### src/rtl/macguffin_byte_packer.sv
// Byte-to-64-bit block packer feeding the MacGuffin core: MSB-first packing,
// PKCS#7 (or zero) padding of the final block, single-entry output register.
//
// state | meaning
// FILL  | accepting bytes into the accumulator
// FLUSH | padded final block waiting for the output register to free up
// PAD   | full-block message ended; emitting the extra 0x08 pad block
module macguffin_byte_packer #(
  parameter bit PAD_EN = 1'b1
) (
  input  logic        clk,
  input  logic        rst,
  input  logic [7:0]  s_axis_tdata,
  input  logic        s_axis_tvalid,
  output logic        s_axis_tready,
  input  logic        s_axis_tlast,
  output logic [63:0] m_axis_tdata,
  output logic        m_axis_tvalid,
  input  logic        m_axis_tready,
  output logic        m_axis_tlast
);

  typedef enum logic [1:0] {FILL, FLUSH, PAD} state_e;

  localparam logic [63:0] PAD_BLOCK = 64'h0808080808080808;

  state_e      state_q, state_d;
  logic [55:0] acc_q, acc_d;
  logic [2:0]  cnt_q, cnt_d;
  logic [63:0] pend_q, pend_d;
  logic [63:0] out_data_q, out_data_d;
  logic        out_last_q, out_last_d;
  logic        out_valid_q, out_valid_d;

  logic        s_ready;
  logic        s_fire;
  logic        out_free;
  logic [63:0] shifted;
  logic [63:0] tail_blk;
  logic [2:0]  npad;
  logic [7:0]  pad_byte;

  assign s_ready  = (state_q == FILL) && ((cnt_q != 3'd7) || !out_valid_q);
  assign s_fire   = s_ready && s_axis_tvalid;
  assign out_free = !out_valid_q || m_axis_tready;

  // Partial final block: left-align the k received bytes, fill the rest with pad.
  always_comb begin
    npad     = 3'd7 - cnt_q;
    pad_byte = PAD_EN ? {5'd0, npad} : 8'h00;
    shifted  = {acc_q, s_axis_tdata} << {npad, 3'b000};
    tail_blk = shifted;
    for (int i = 0; i < 8; i++) begin
      if (i > int'(cnt_q)) tail_blk[63-8*i -: 8] = pad_byte;
    end
  end

  always_comb begin
    state_d     = state_q;
    acc_d       = acc_q;
    cnt_d       = cnt_q;
    pend_d      = pend_q;
    out_data_d  = out_data_q;
    out_last_d  = out_last_q;
    out_valid_d = out_valid_q;

    if (out_valid_q && m_axis_tready) begin
      out_valid_d = 1'b0;
      out_data_d  = '0;
      out_last_d  = 1'b0;
    end

    unique case (state_q)
      FILL: begin
        if (s_fire) begin
          if (cnt_q == 3'd7) begin
            out_data_d  = {acc_q, s_axis_tdata};
            out_valid_d = 1'b1;
            out_last_d  = s_axis_tlast && !PAD_EN;
            cnt_d       = 3'd0;
            if (s_axis_tlast && PAD_EN) state_d = PAD;
          end else if (s_axis_tlast) begin
            cnt_d = 3'd0;
            if (out_free) begin
              out_data_d  = tail_blk;
              out_valid_d = 1'b1;
              out_last_d  = 1'b1;
            end else begin
              pend_d  = tail_blk;
              state_d = FLUSH;
            end
          end else begin
            acc_d = {acc_q[47:0], s_axis_tdata};
            cnt_d = cnt_q + 3'd1;
          end
        end
      end
      FLUSH: begin
        if (out_free) begin
          out_data_d  = pend_q;
          out_valid_d = 1'b1;
          out_last_d  = 1'b1;
          cnt_d       = 3'd0;
          state_d     = FILL;
        end
      end
      PAD: begin
        if (out_free) begin
          out_data_d  = PAD_BLOCK;
          out_valid_d = 1'b1;
          out_last_d  = 1'b1;
          state_d     = FILL;
        end
      end
      default: state_d = FILL;
    endcase
  end

  always_ff @(posedge clk or negedge rst) begin
    if (!rst) begin
      state_q     <= FILL;
      acc_q       <= '0;
      cnt_q       <= '0;
      pend_q      <= '0;
      out_data_q  <= '0;
      out_last_q  <= 1'b0;
      out_valid_q <= 1'b0;
    end else begin
      state_q     <= state_d;
      acc_q       <= acc_d;
      cnt_q       <= cnt_d;
      pend_q      <= pend_d;
      out_data_q  <= out_data_d;
      out_last_q  <= out_last_d;
      out_valid_q <= out_valid_d;
    end
  end

  // Ready depends on registered state only, so the input side never sees m_axis_tready.
  assign s_axis_tready = s_ready && rst;
  assign m_axis_tdata  = out_data_q;
  assign m_axis_tvalid = out_valid_q;
  assign m_axis_tlast  = out_last_q;

endmodule

### config.mk
export PLATFORM = sky130hd
export DESIGN_NAME = macguffin_byte_packer
export DESIGN_NICKNAME = d
export VERILOG_FILES = /design/src/rtl/macguffin_byte_packer.sv
export SDC_FILE = /design/constraint.sdc
export NUM_CORES = 1
export LEC_CHECK = 0
export ABC_AREA = 1
export CORE_ASPECT_RATIO = 1.25
export CORE_MARGIN = 2
export CORE_UTILIZATION = 64
export CTS_CLUSTER_SIZE = 14
export DETAILED_ROUTE_END_ITERATION = 10
export HOLD_SLACK_MARGIN = 0.05
export PLACE_DENSITY = 0.89
export SETUP_SLACK_MARGIN = 0.3
export SYNTH_ARGS = -nofsm -noshare
export SYNTH_HDL_FRONTEND = slang
export SYNTH_SLANG_ARGS = --single-unit
### constraint.sdc
create_clock -name clk -period 3.3 [get_ports clk]
set_input_delay 0.66 -clock clk [delete_from_list [all_inputs] [get_ports clk]]
set_output_delay 0.66 -clock clk [all_outputs]
set_load 0.1 [all_outputs]
[Word level (Yosys, flattened, before mapping)]
Cells that the tools add are included.
Word-level totals
  register bits after elaboration: 191
  output and inout bits: 67
  word-level logic and storage cells: 82
  bits of input ports: 13
Operators by class
  magnitude comparators: 7
  reductions and logical operators: 14
  $add $sub $neg: 2
  equal/unequal tests: 9
  multiplexer cells: 39
  shift-type cells: 1
  bitwise operators: 3
Operators with widths (number)
  $mux 64: 7
  $pmux 64 s3: 1
  $shl 64x6->64: 1
  $mux 8: 7
  $gt 3x3->1 const A: 4
  $mux 2: 6
  $mux 3: 4
  $mux 1: 10
  $reduce_and 4->1: 2
  $gt 2x3->1 const A: 2
  $ne 2x2->1 const B: 3
  $pmux 3 s2: 1
  $reduce_and 5->1: 1
  $logic_and 1x1->1: 4
  $pmux 1 s2: 2
  $pmux 2 s2: 1
  $add 3x1->3 const B: 1
  $eq 3x3->1 const B: 1
  $gt 1x3->1 const A: 1
  $ne 3x2->1 const B: 1
  $ne 3x3->1 const B: 1
  $not 1->1: 3
  $reduce_and 3->1: 1
  $sub 3x3->3 const A: 1
  8 further kinds: 9

[Depth between registers and ports, before layout]
Gate-level depths: netlist of the first run.
  depth after elaboration: 8
  mapped depth: 14
  mapped depth without buffers: 13

[Worst setup path after synthesis of the first run]
OpenSTA, ideal clock, no wires.
  path type: register to output
  from: register cnt_q[1]
  to: output port s_axis_tready
  required time: 2.640 ns
  path slack: 0.884 ns
  path buffers: 0
  arrival: 1.756 ns
  cell stages (with the launch flop): 5
  cell sequence: dfrtp_1 > ha_1 > ha_1 > nand2_1 > and3_1
On the way
  word-level cells in the longest chain between the ends: 4
Ends and longest elaborated chain
  start, declared: RTL line 29  | logic [2:0] cnt_q, cnt_d;
  start signal, assigned: RTL line 131  | cnt_q <= cnt_d;
  $ne 3x3->1: RTL line 43  | assign s_ready = (state_q == FILL) && ((cnt_q != 3'd7) || !out_valid_q);
  $logic_or 1x1->1: RTL line 43
  $logic_and 1x1->1: RTL line 43
  $logic_and 1x1->1: RTL line 140  | assign s_axis_tready = s_ready && rst;
  end, declared: RTL line 15  | output logic s_axis_tready,
No other way between the ends.

[Worst setup path after layout of the first run]
  from: register cnt_q[0]
  to: register acc_q[20]
On the way
  word-level cells in the longest chain between the ends: 5
  elaborated cells on any way between the ends: 7
  those cells by class: eq/ne (2); bitwise (1); reduce/logical (4)
Ends and longest elaborated chain
  $ne 3x3->1: RTL line 43
  $logic_or 1x1->1: RTL line 43
  $logic_and 1x1->1: RTL line 43
  $logic_and 1x1->1: RTL line 44  | assign s_fire = s_ready && s_axis_tvalid;
  $reduce_and 4->1 (no line) *
  end signal, assigned: RTL line 122  | acc_q <= '0;
  end signal, assigned: RTL line 130  | acc_q <= acc_d;
  end, declared: RTL line 28  | logic [55:0] acc_q, acc_d;
Mark *: on every way between the ends. The rest lies on a longest branch, timed or not.
A chain may end at the register's enable or synchronous reset.

==> flow_summary.ini, run 1 <==
[synthesis]
syn_avg_cell_area_sq_um = 6.95
syn_area_sq_um = 10900
ys_async_sr_fraction_pct = 100
yosys_warnings = 0
netlist_instances = 1567
mappedNetlistNets = 1588
synth_edf_count = 0
yosys.area.top_type = dfrtp_1
synth.top_cell.area_share_pct = 43.9
ys_seq_area_share_pct = 43.9
synth-seq-cells = 191
synth.distinct_cells = 40
synth_area_leaders = dfrtp_1 44%, nand2_1 20%, o21ai_0 8.6%, inv_1 4.8%, nand3_1 3.9%
synth_top_flop_cell = dfrtp_1

[clock_network]
cts_made_buffers = 17
clk_path_buf_depth = 2
clock_latency_ns = 0.45
postCtsSetupRepairBufs = 0
cts_sinks = 191
cts_hold_buffers = 0
cts.repair.resized = 0
path_clk_slew_ns = 0.07
cts_tree = built
cts_root_buf = clkbuf_16
htree_levels = 4

[timing]
period_minus_slack_ns = 2.72
finalSetupViolCount = 0
slew_headroom_pct = 23.5
fin_crit_sh_pct = 82.3
fin_tns_setup_ns = 0
hold_violations = 0
finClkSkew_ns = 0.0105
rsz0062_at_grt = false
worstMarginPinSlew_ns = 1.15
clock.fmax_mhz = 368
maxSlewViolCount = 0

[power]
power_density_nw_per_um2 = 1040
ir_worst_vdd_uv = 686
p_total_mw = 12.7
leakage_nw = 6.17

[detailed_routing]
firstDrtPassIters = 6
finalWirelength_microns = 33900
drt-initial-drc-count = 1256
drcViolationCount = 0
via_per_inst = 5.97
wire_per_inst_microns = 18.4
vias = 10959
postRouteAntennaNets = 0

[worst_setup_path]
worstPathArrival_ns = 3.03
cp_slowest_stage_delay_ns = 0.50
start_kind = flip-flop
crit_chain = ha_1 -> ha_1 -> nand2_1 -> nand3_2 -> inv_2 -> nand2_2 -> buf_4 -> nand2_1 -> o21ai_0
cp-end-kind = flip-flop
cp_slowest_cell = dfrtp_2
critPathRequiredTime_ns = 3.62
rrSetupSlack_ns = 0.58
crit_path_max_fanout = 25
cp.buffers_inverters = 2
crit_family = simple AND/OR/NAND/NOR gates
path_class = flip-flop to flip-flop

[flow_run]
cap_viol_max_count = 0

[die]
die_area_sq_um = 18100
die_y_microns = 150
start_util_pct = 64.9
rows = 53
die_w_microns = 121
ios = 80
core_sq_um = 16800

[cells_and_area]
regArea_sq_um = 4780
multi_input_area_sq_um = 5110
nets = 1624
area_growth_pct = 12.3
n_fill_cell = 1386
n_antenna_cell = 0
drive_gt1_share_pct = 9.78

[placement]
dpl.hpwl_microns = 23000
gp_routability_congestion = 0.967
io_buffers = 79

[grt]
grt_pass1_vias = 10186
antenna_found_initial = 0
overflow = 0
grtUsageTotal_pct = 38.2
grt_max_degree = 121
grt_pass1_wl_microns = 53300

[worst_hold_path]
hold_class = input pin to async pin

[run_status]
status = finished, final reports clean
## per-stage QoR
step                      instance area, sq um  cells  setup slack (ns)  hold slack [ns]  utilization (%)
after global routing                     12200   1836             0.345            0.103             73.0
final                                    12200   1836             0.585           0.0948             73.0
after detailed placement                 11600   1804             0.466            0.467             69.4
after floorplan                          10900   1567             0.884            0.364                -
after CTS                                12200   1836             0.561           0.0942             72.9
after global placement                   11600   1804             0.567            0.460             69.4
## layout make-up
type,count,area share (%)
flip-flops and latches,191,39.1
repair buffers,111,7.49
multi-input cells,1134,41.8
clock inverters,15,1.38
well taps,220,2.25
inverters,148,4.54
clock buffers,17,3.48
## worst reg2reg max path, delay by kind of cell (launching register included)
| family | cells | cell delay (ns) |
|---|---|---|
| simple gates | 4 | 0.79 |
| compound gates | 1 | 0.10 |
| buf+inv | 2 | 0.67 |
| fa+ha+maj | 2 | 0.55 |
| flops | 1 | 0.50 |
## final timing paths
kind                            cells past startpoint          endpoint        from
worst max-delay path                                9         acc_q[20]    cnt_q[0]
worst min-delay path                                1  m_axis_tdata[32]         rst
worst max register to register                      9         acc_q[20]    cnt_q[0]
worst min register to register                      2        pend_q[56]  pend_q[56]
max in group asynchronous                           2          cnt_q[0]         rst
min in group clk                                    2        pend_q[56]  pend_q[56]
## sequential cells by signal, summed over array words and instances, names as in the netlist
name / count
pend_q: 64
m_axis_tdata: 64
cnt_q: 3
acc_q: 56
state_q: 2
m_axis_tlast: 1
m_axis_tvalid: 1
## cell families after synthesis
group | Yosys count | synth area share [%]
buffers and inverters | 242 | 9.22
DFF | 191 | 43.9
and+or+nand+nor | 780 | 28.6
AOI/OAI and AO/OA | 345 | 17.2
adders and majority gates | 8 | 0.919
muxes | 1 | 0.103
## placed cells by master, fill, tap and decap left out, drive strengths merged, types with 2 or more instances in the layout
cell type	instances
a211oi	2
a21oi	74
a221oi	4
a22oi	8
a31oi	14
a32oi	6
buf	99
clkbuf	18
clkdlybuf4s50	11
clkinv	5
dfrtp	191
ha	8
inv	156
nand2	584
nand3	86
nand4	3
nor2	99
nor3	5
o211ai	9
o21ai	198
o21bai	4
o22ai	23
o31ai	2
## synthesized netlist by cell type (all sizes together), types with 2 or more instances
library cell    n
a211oi          2
a21oi          74
a221oi          4
a22oi           8
a31oi          14
a32oi           6
buf            59
clkbuf         35
dfrtp         191
ha              8
inv           147
nand2         584
nand3          86
nand4           3
nor2           99
nor3            5
o211ai          9
o21ai         198
o21bai          4
o22ai          23
o31ai           2
## where the power goes
group | total [mW] | switching [mW] | internal, mW
combinational | 6.71 | 5.11 | 1.59
clock | 2.12 | 1.03 | 1.08
sequential | 3.92 | 0.692 | 3.23
## per-layer routing
layer  track usage, %  wire [microns]  share of wire (%)
met5                0               0                  0
met4             22.9            1890                5.6
met1             49.4           13000                 38
met2             60.0           16000                 47
met3             7.01            2940                8.7
Note: power is estimated with default switching activity, not from simulation.
==> run 2, diff against run 1 <==
- CORE_UTILIZATION: 64 -> 54
- PLACE_DENSITY: 0.89 -> 0.8
- clock period: 3.3 -> 2.4 ns (I/O delays scaled with it)
==> run 2 against run 1 <==
Effect of this change:
- critical path depth shrank 4
- die area grew 18%
- clock skew shrank 0.0012 ns
- count of clock-buffer cells in the layout is the same
- worst setup slack lost 0.33 ns
==> flow_summary.ini, run 2 (synthesized netlist as in run 1, its figures left out) <==
[detailed_routing]
wire_per_inst_microns = 18.6
drcViolationCount = 0
drt-initial-drc-count = 1296
vias = 11137
postRouteAntennaNets = 0
finalWirelength_microns = 35900
via_per_inst = 5.77
firstDrtPassIters = 6

[worst_setup_path]
path_class = flip-flop to primary output
critPathRequiredTime_ns = 1.92
worstPathArrival_ns = 1.67
crit_path_max_fanout = 4
cp_slowest_stage_delay_ns = 0.44
cp_common_cell = ha_4
start_kind = flip-flop
crit_chain = ha_4 -> ha_4 -> nand2_4 -> and3_4 -> buf_12
cp_slowest_cell = dfrtp_2
cp-end-kind = primary output

[cells_and_area]
final_common_cell = nand2_1
drive_gt1_share_pct = 13.2
n_fill_cell = 1760
nets = 1669
area_growth_pct = 18.0
n_antenna_cell = 0
design_area_sq_um = 12900
final_cell_mix = 573 x nand2_1, 188 x dfrtp_1, 183 x o21ai_0

[grt]
grt_pass1_vias = 10373
grt_pass1_wl_microns = 56600
grtUsageTotal_pct = 34.6
grt_max_degree = 132
antenna_found_initial = 0
overflow = 0

[clock_network]
path_clk_slew_ns = 0.08
htree_levels = 4
cts_made_buffers = 17
cts_sinks = 191
clk_path_buf_depth = 2
cts_root_buf = clkbuf_16
clock_latency_ns = 0.45
cts_tree = built

[timing]
maxSlewViolCount = 0
finClkSkew_ns = 0.00928
rsz0062_at_grt = true
fin_tns_setup_ns = 0
hold_violations = 0
worstMarginPinSlew_ns = 0.769
finalSetupViolCount = 0
slew_headroom_pct = 48.7
period_minus_slack_ns = 2.15
clock.fmax_mhz = 466
fin_crit_sh_pct = 89.4

[placement]
dpl.hpwl_microns = 25200
gp_routability_congestion = 0.975
placed_area_sq_um = 12100
io_buffers = 79

[power]
combinationalPowerShare_pct = 53.9
power_density_nw_per_um2 = 1410
power.switching_mw = 9.63
clock_power_share_pct = 16.2
p_sw_share_pct = 53.2
leakage_nw = 6.43
p_int_mw = 8.49
pwr-share-seq_pct = 29.9
ir_worst_vdd_uv = 1050

[die]
rows = 58
ios = 80
die_w_microns = 131
die_y_microns = 163
core_sq_um = 20000
start_util_pct = 54.6
die_area_sq_um = 21300

[run_status]
status = finished, final reports clean

[flow_run]
cap_viol_max_count = 0

[worst_hold_path]
hold_class = input pin to async pin
-- run 2: power groups by stage --
| stage | sequential [mW] | clock (mW) | combinational, mW |
|---|---|---|---|
| 2_1_floorplan | 8.04 | 0 | 4.07 |
| 3_3_place_gp | 5.42 | 0 | 9.32 |
| 3_5_place_dp | 5.44 | 0 | 9.45 |
| 4_1_cts | 5.37 | 2.96 | 9.55 |
| 5_1_grt | 5.53 | 3.08 | 10.5 |
| 6_report | 5.41 | 2.93 | 9.77 |
-- run 2: final timing paths --
path	start	end	slack, ns	depth (start not counted)
setup / recovery	cnt_q[0]	s_axis_tready	0.25	5
hold / removal	rst	m_axis_tvalid	0.12	2
setup reg to reg	cnt_q[0]	m_axis_tdata[41]	0.35	10
hold reg to reg	m_axis_tdata[7]	m_axis_tdata[7]	0.49	2
max in group asynchronous	rst	cnt_q[0]	1.59	2
min in group clk	m_axis_tdata[7]	m_axis_tdata[7]	0.49	2
-- run 2: what timing repair did --
action	4_1_cts	5_1_grt
resized for setup	9	30
pin swaps	0	3
endpoints found under the setup margin	162	99
hold buffers	0	0
buffers inserted	2	9
-- run 2: final cells by class --
type,count,area (sq um),share of cell area (%)
tap,270,338,2.63
clock buffer,17,425,3.31
timing repair buffer,156,1380,10.7
inverter,148,568,4.42
clock inverter,15,174,1.35
multi-input combinational,1134,5200,40.4
sequential,191,4780,37.2
-- run 2: critical path, delay by kind of cell, from the launching register on --
kind | cells | cell delay [ns]
buffers and inverters | 1 | 0.17
and+or+nand+nor | 2 | 0.25
DFF | 1 | 0.44
adders and majority gates | 2 | 0.35
-- run 2: through the flow --
| stage | utilization, % | cells | hold slack, ns | worst slack (ns) | power (mW) |
|---|---|---|---|---|---|
| 3_5_place_dp | 60.4 | 1888 | 0.467 | 0.117 | 14.9 |
| 3_3_place_gp | 60.4 | 1888 | 0.455 | 0.131 | 14.7 |
| 6_report | 64.5 | 1931 | 0.122 | 0.253 | 18.1 |
| 2_1_floorplan | - | 1567 | 0.184 | 0.366 | 12.1 |
| 4_1_cts | 63.6 | 1922 | 0.123 | 0.239 | 17.9 |
| 5_1_grt | 64.5 | 1931 | 0.142 | 0.215 | 19.1 |
-- run 2: per-layer routing --
metal  routed length [microns]  up-vias  global-route usage (%)
li1                          -     5204                       -
met1                     14600     5228                    46.5
met2                     16800      576                    54.7
met3                      2540      129                    4.96
met4                      1960        0                    17.2
met5                         0        -                       0
==> run 3, diff against run 2 <==
- CELL_PAD_IN_SITES_DETAIL_PLACEMENT: default -> 0
- CELL_PAD_IN_SITES_GLOBAL_PLACEMENT: default -> 1
- CORE_UTILIZATION: 54 -> 39
- SETUP_SLACK_MARGIN: 0.3 -> 0.4
==> run 3 against run 2 <==
Effect of this change:
- worst setup slack got worse by 0.022 ns
- sequential share of layout area shrank 3.8 points
- power rose by 6.9%
- sequential power grew 0.7%
- hold slack got worse by 0.030 ns
- register-to-register slack worse by 0.10 ns
- first-iteration DRC count down 21%
- highest routed layer unchanged
==> flow_summary.ini, run 3 (synthesized netlist as in run 1, its figures left out) <==
[cells_and_area]
n_antenna_cell = 0
nets = 1727
final_cell_mix = 535 x nand2_1, 188 x dfrtp_1, 140 x buf_4
final_common_cell = nand2_1
n_fill_cell = 2719
drive_gt1_share_pct = 20.8
area_growth_pct = 31.6
layout.cells.non_filler = 2069

[clock_network]
clk_path_buf_depth = 2
cts_tree = built
clock_latency_ns = 0.46
cts_made_buffers = 17
path_clk_slew_ns = 0.08
cts_root_buf = clkbuf_16
cts_sinks = 191
htree_levels = 4

[die]
core_sq_um = 27600
rows = 68
die_w_microns = 154
die_area_sq_um = 29300
start_util_pct = 39.5
ios = 80
die_y_microns = 191

[worst_setup_path]
cp_slowest_stage_delay_ns = 0.45
worstPathArrival_ns = 1.69
cp.buffers_inverters = 1
crit_path_max_fanout = 4
cp-end-kind = primary output
crit_path_start = cnt_q[0]
reg2reg_depth = 11
cp_slowest_cell = dfrtp_2
crit_chain = ha_4 -> ha_4 -> nand2_4 -> and3_4 -> buf_12
critPathRequiredTime_ns = 1.92
start_kind = flip-flop
rrSetupSlack_ns = 0.25
cp_common_cell = ha_4
crit_family = flip-flops
r2r_start = cnt_q[0]
r2r_end = pend_q[61]
path_class = flip-flop to primary output

[timing]
maxSlewViolCount = 0
finalSetupViolCount = 0
clock.fmax_mhz = 461
rsz0062_at_grt = true
slew_headroom_pct = 60.5
hold_violations = 0
fin_crit_sh_pct = 90.4
fin_tns_setup_ns = 0
worstMarginPinSlew_ns = 0.593
period_minus_slack_ns = 2.17
finClkSkew_ns = 0.0136

[detailed_routing]
wire_per_inst_microns = 20.8
finalWirelength_microns = 43100
vias = 11398
firstDrtPassIters = 6
via_per_inst = 5.51
drt-initial-drc-count = 1029
drcViolationCount = 0
postRouteAntennaNets = 0

[flow_run]
cap_viol_max_count = 0

[placement]
io_buffers = 79
dpl.hpwl_microns = 26900
gp_routability_congestion = 0.939
dp.cells = 1973

[grt]
overflow = 0
grtUsageTotal_pct = 26.4
grt_pass1_wl_microns = 60300
antenna_found_initial = 0
grt_max_degree = 92
grt_pass1_vias = 10480

[power]
ir_worst_vdd_uv = 793
leakage_nw = 7.12
power_density_nw_per_um2 = 1350

[worst_hold_path]
hold_class = input pin to async pin

[run_status]
status = finished, final reports clean
==> run 3: cell types whose count changed in the layout (fill, tap and decap cells not counted), moves of 17 or more <==
cell     previous run  this run
o21ai_0           183       136
nand2_1           573       535
o21ai_1            15        51
nand2_4             2        24
nor2_1             92        75
==> run 3: final cells by class <==
type / count / area, sq um / share of cell area, %
sequential: 191 / 4780 / 33.4
tap: 350 / 438 / 3.05
timing repair inverter: 2 / 11.3 / 0.0785
timing repair buffer: 211 / 2250 / 15.7
multi-input combinational: 1135 / 5670 / 39.6
inverter: 148 / 612 / 4.27
clock buffer: 19 / 453 / 3.16
clock inverter: 13 / 118 / 0.820
==> run 3: worst max path at each step <==
| stage | to | slack [ns] | cells after the start |
|---|---|---|---|
| 2_1_floorplan | m_axis_tdata[13] | 0.40 | 14 |
| 3_3_place_gp | m_axis_tdata[25] | 0.17 | 12 |
| 3_5_place_dp | m_axis_tdata[60] | 0.16 | 13 |
| 4_1_cts | s_axis_tready | 0.24 | 5 |
| 5_1_grt | s_axis_tready | 0.19 | 5 |
| 6_report | s_axis_tready | 0.23 | 5 |
==> run 3: power by group <==
part,switching (mW),internal (mW)
Combinational,7.82,3.21
Clock,1.45,1.43
Sequential,1.01,4.44
Total,10.3,9.08
==> run 3: metal layers <==
| metal | up-vias | part of all wire (%) | GRT usage (%) | wire [microns] |
|---|---|---|---|---|
| met5 | - | 0 | 0 | 0 |
| met4 | 0 | 3.4 | 7.66 | 1490 |
| met3 | 84 | 6.7 | 4.09 | 2900 |
| met2 | 483 | 49 | 44.2 | 21000 |
| met1 | 5499 | 41 | 35.4 | 17700 |
| li1 | 5332 | - | - | - |
==> run 3: metrics by stage <==
stage                     instance area, sq um  power [mW]  hold WS, ns  setup slack (ns)  utilization (%)
after CTS                                12900        18.0       0.0995             0.236             46.9
final                                    14300        19.4       0.0919             0.231             52.0
after detailed placement                 12200        15.1        0.465             0.165             44.4
after global placement                   12200        15.0        0.454             0.169             44.4
after global routing                     14300        20.5        0.110             0.193             52.0
after floorplan                          10900        12.1        0.184             0.404                -
==> run 3: what timing repair did <==
item                                    4_1_cts  5_1_grt
setup buffers                                 5       35
pin swaps                                     3       33
gates cloned                                  0       24
resized for setup                            21      229
endpoints found under the setup margin      176      170
hold buffers                                  0        0
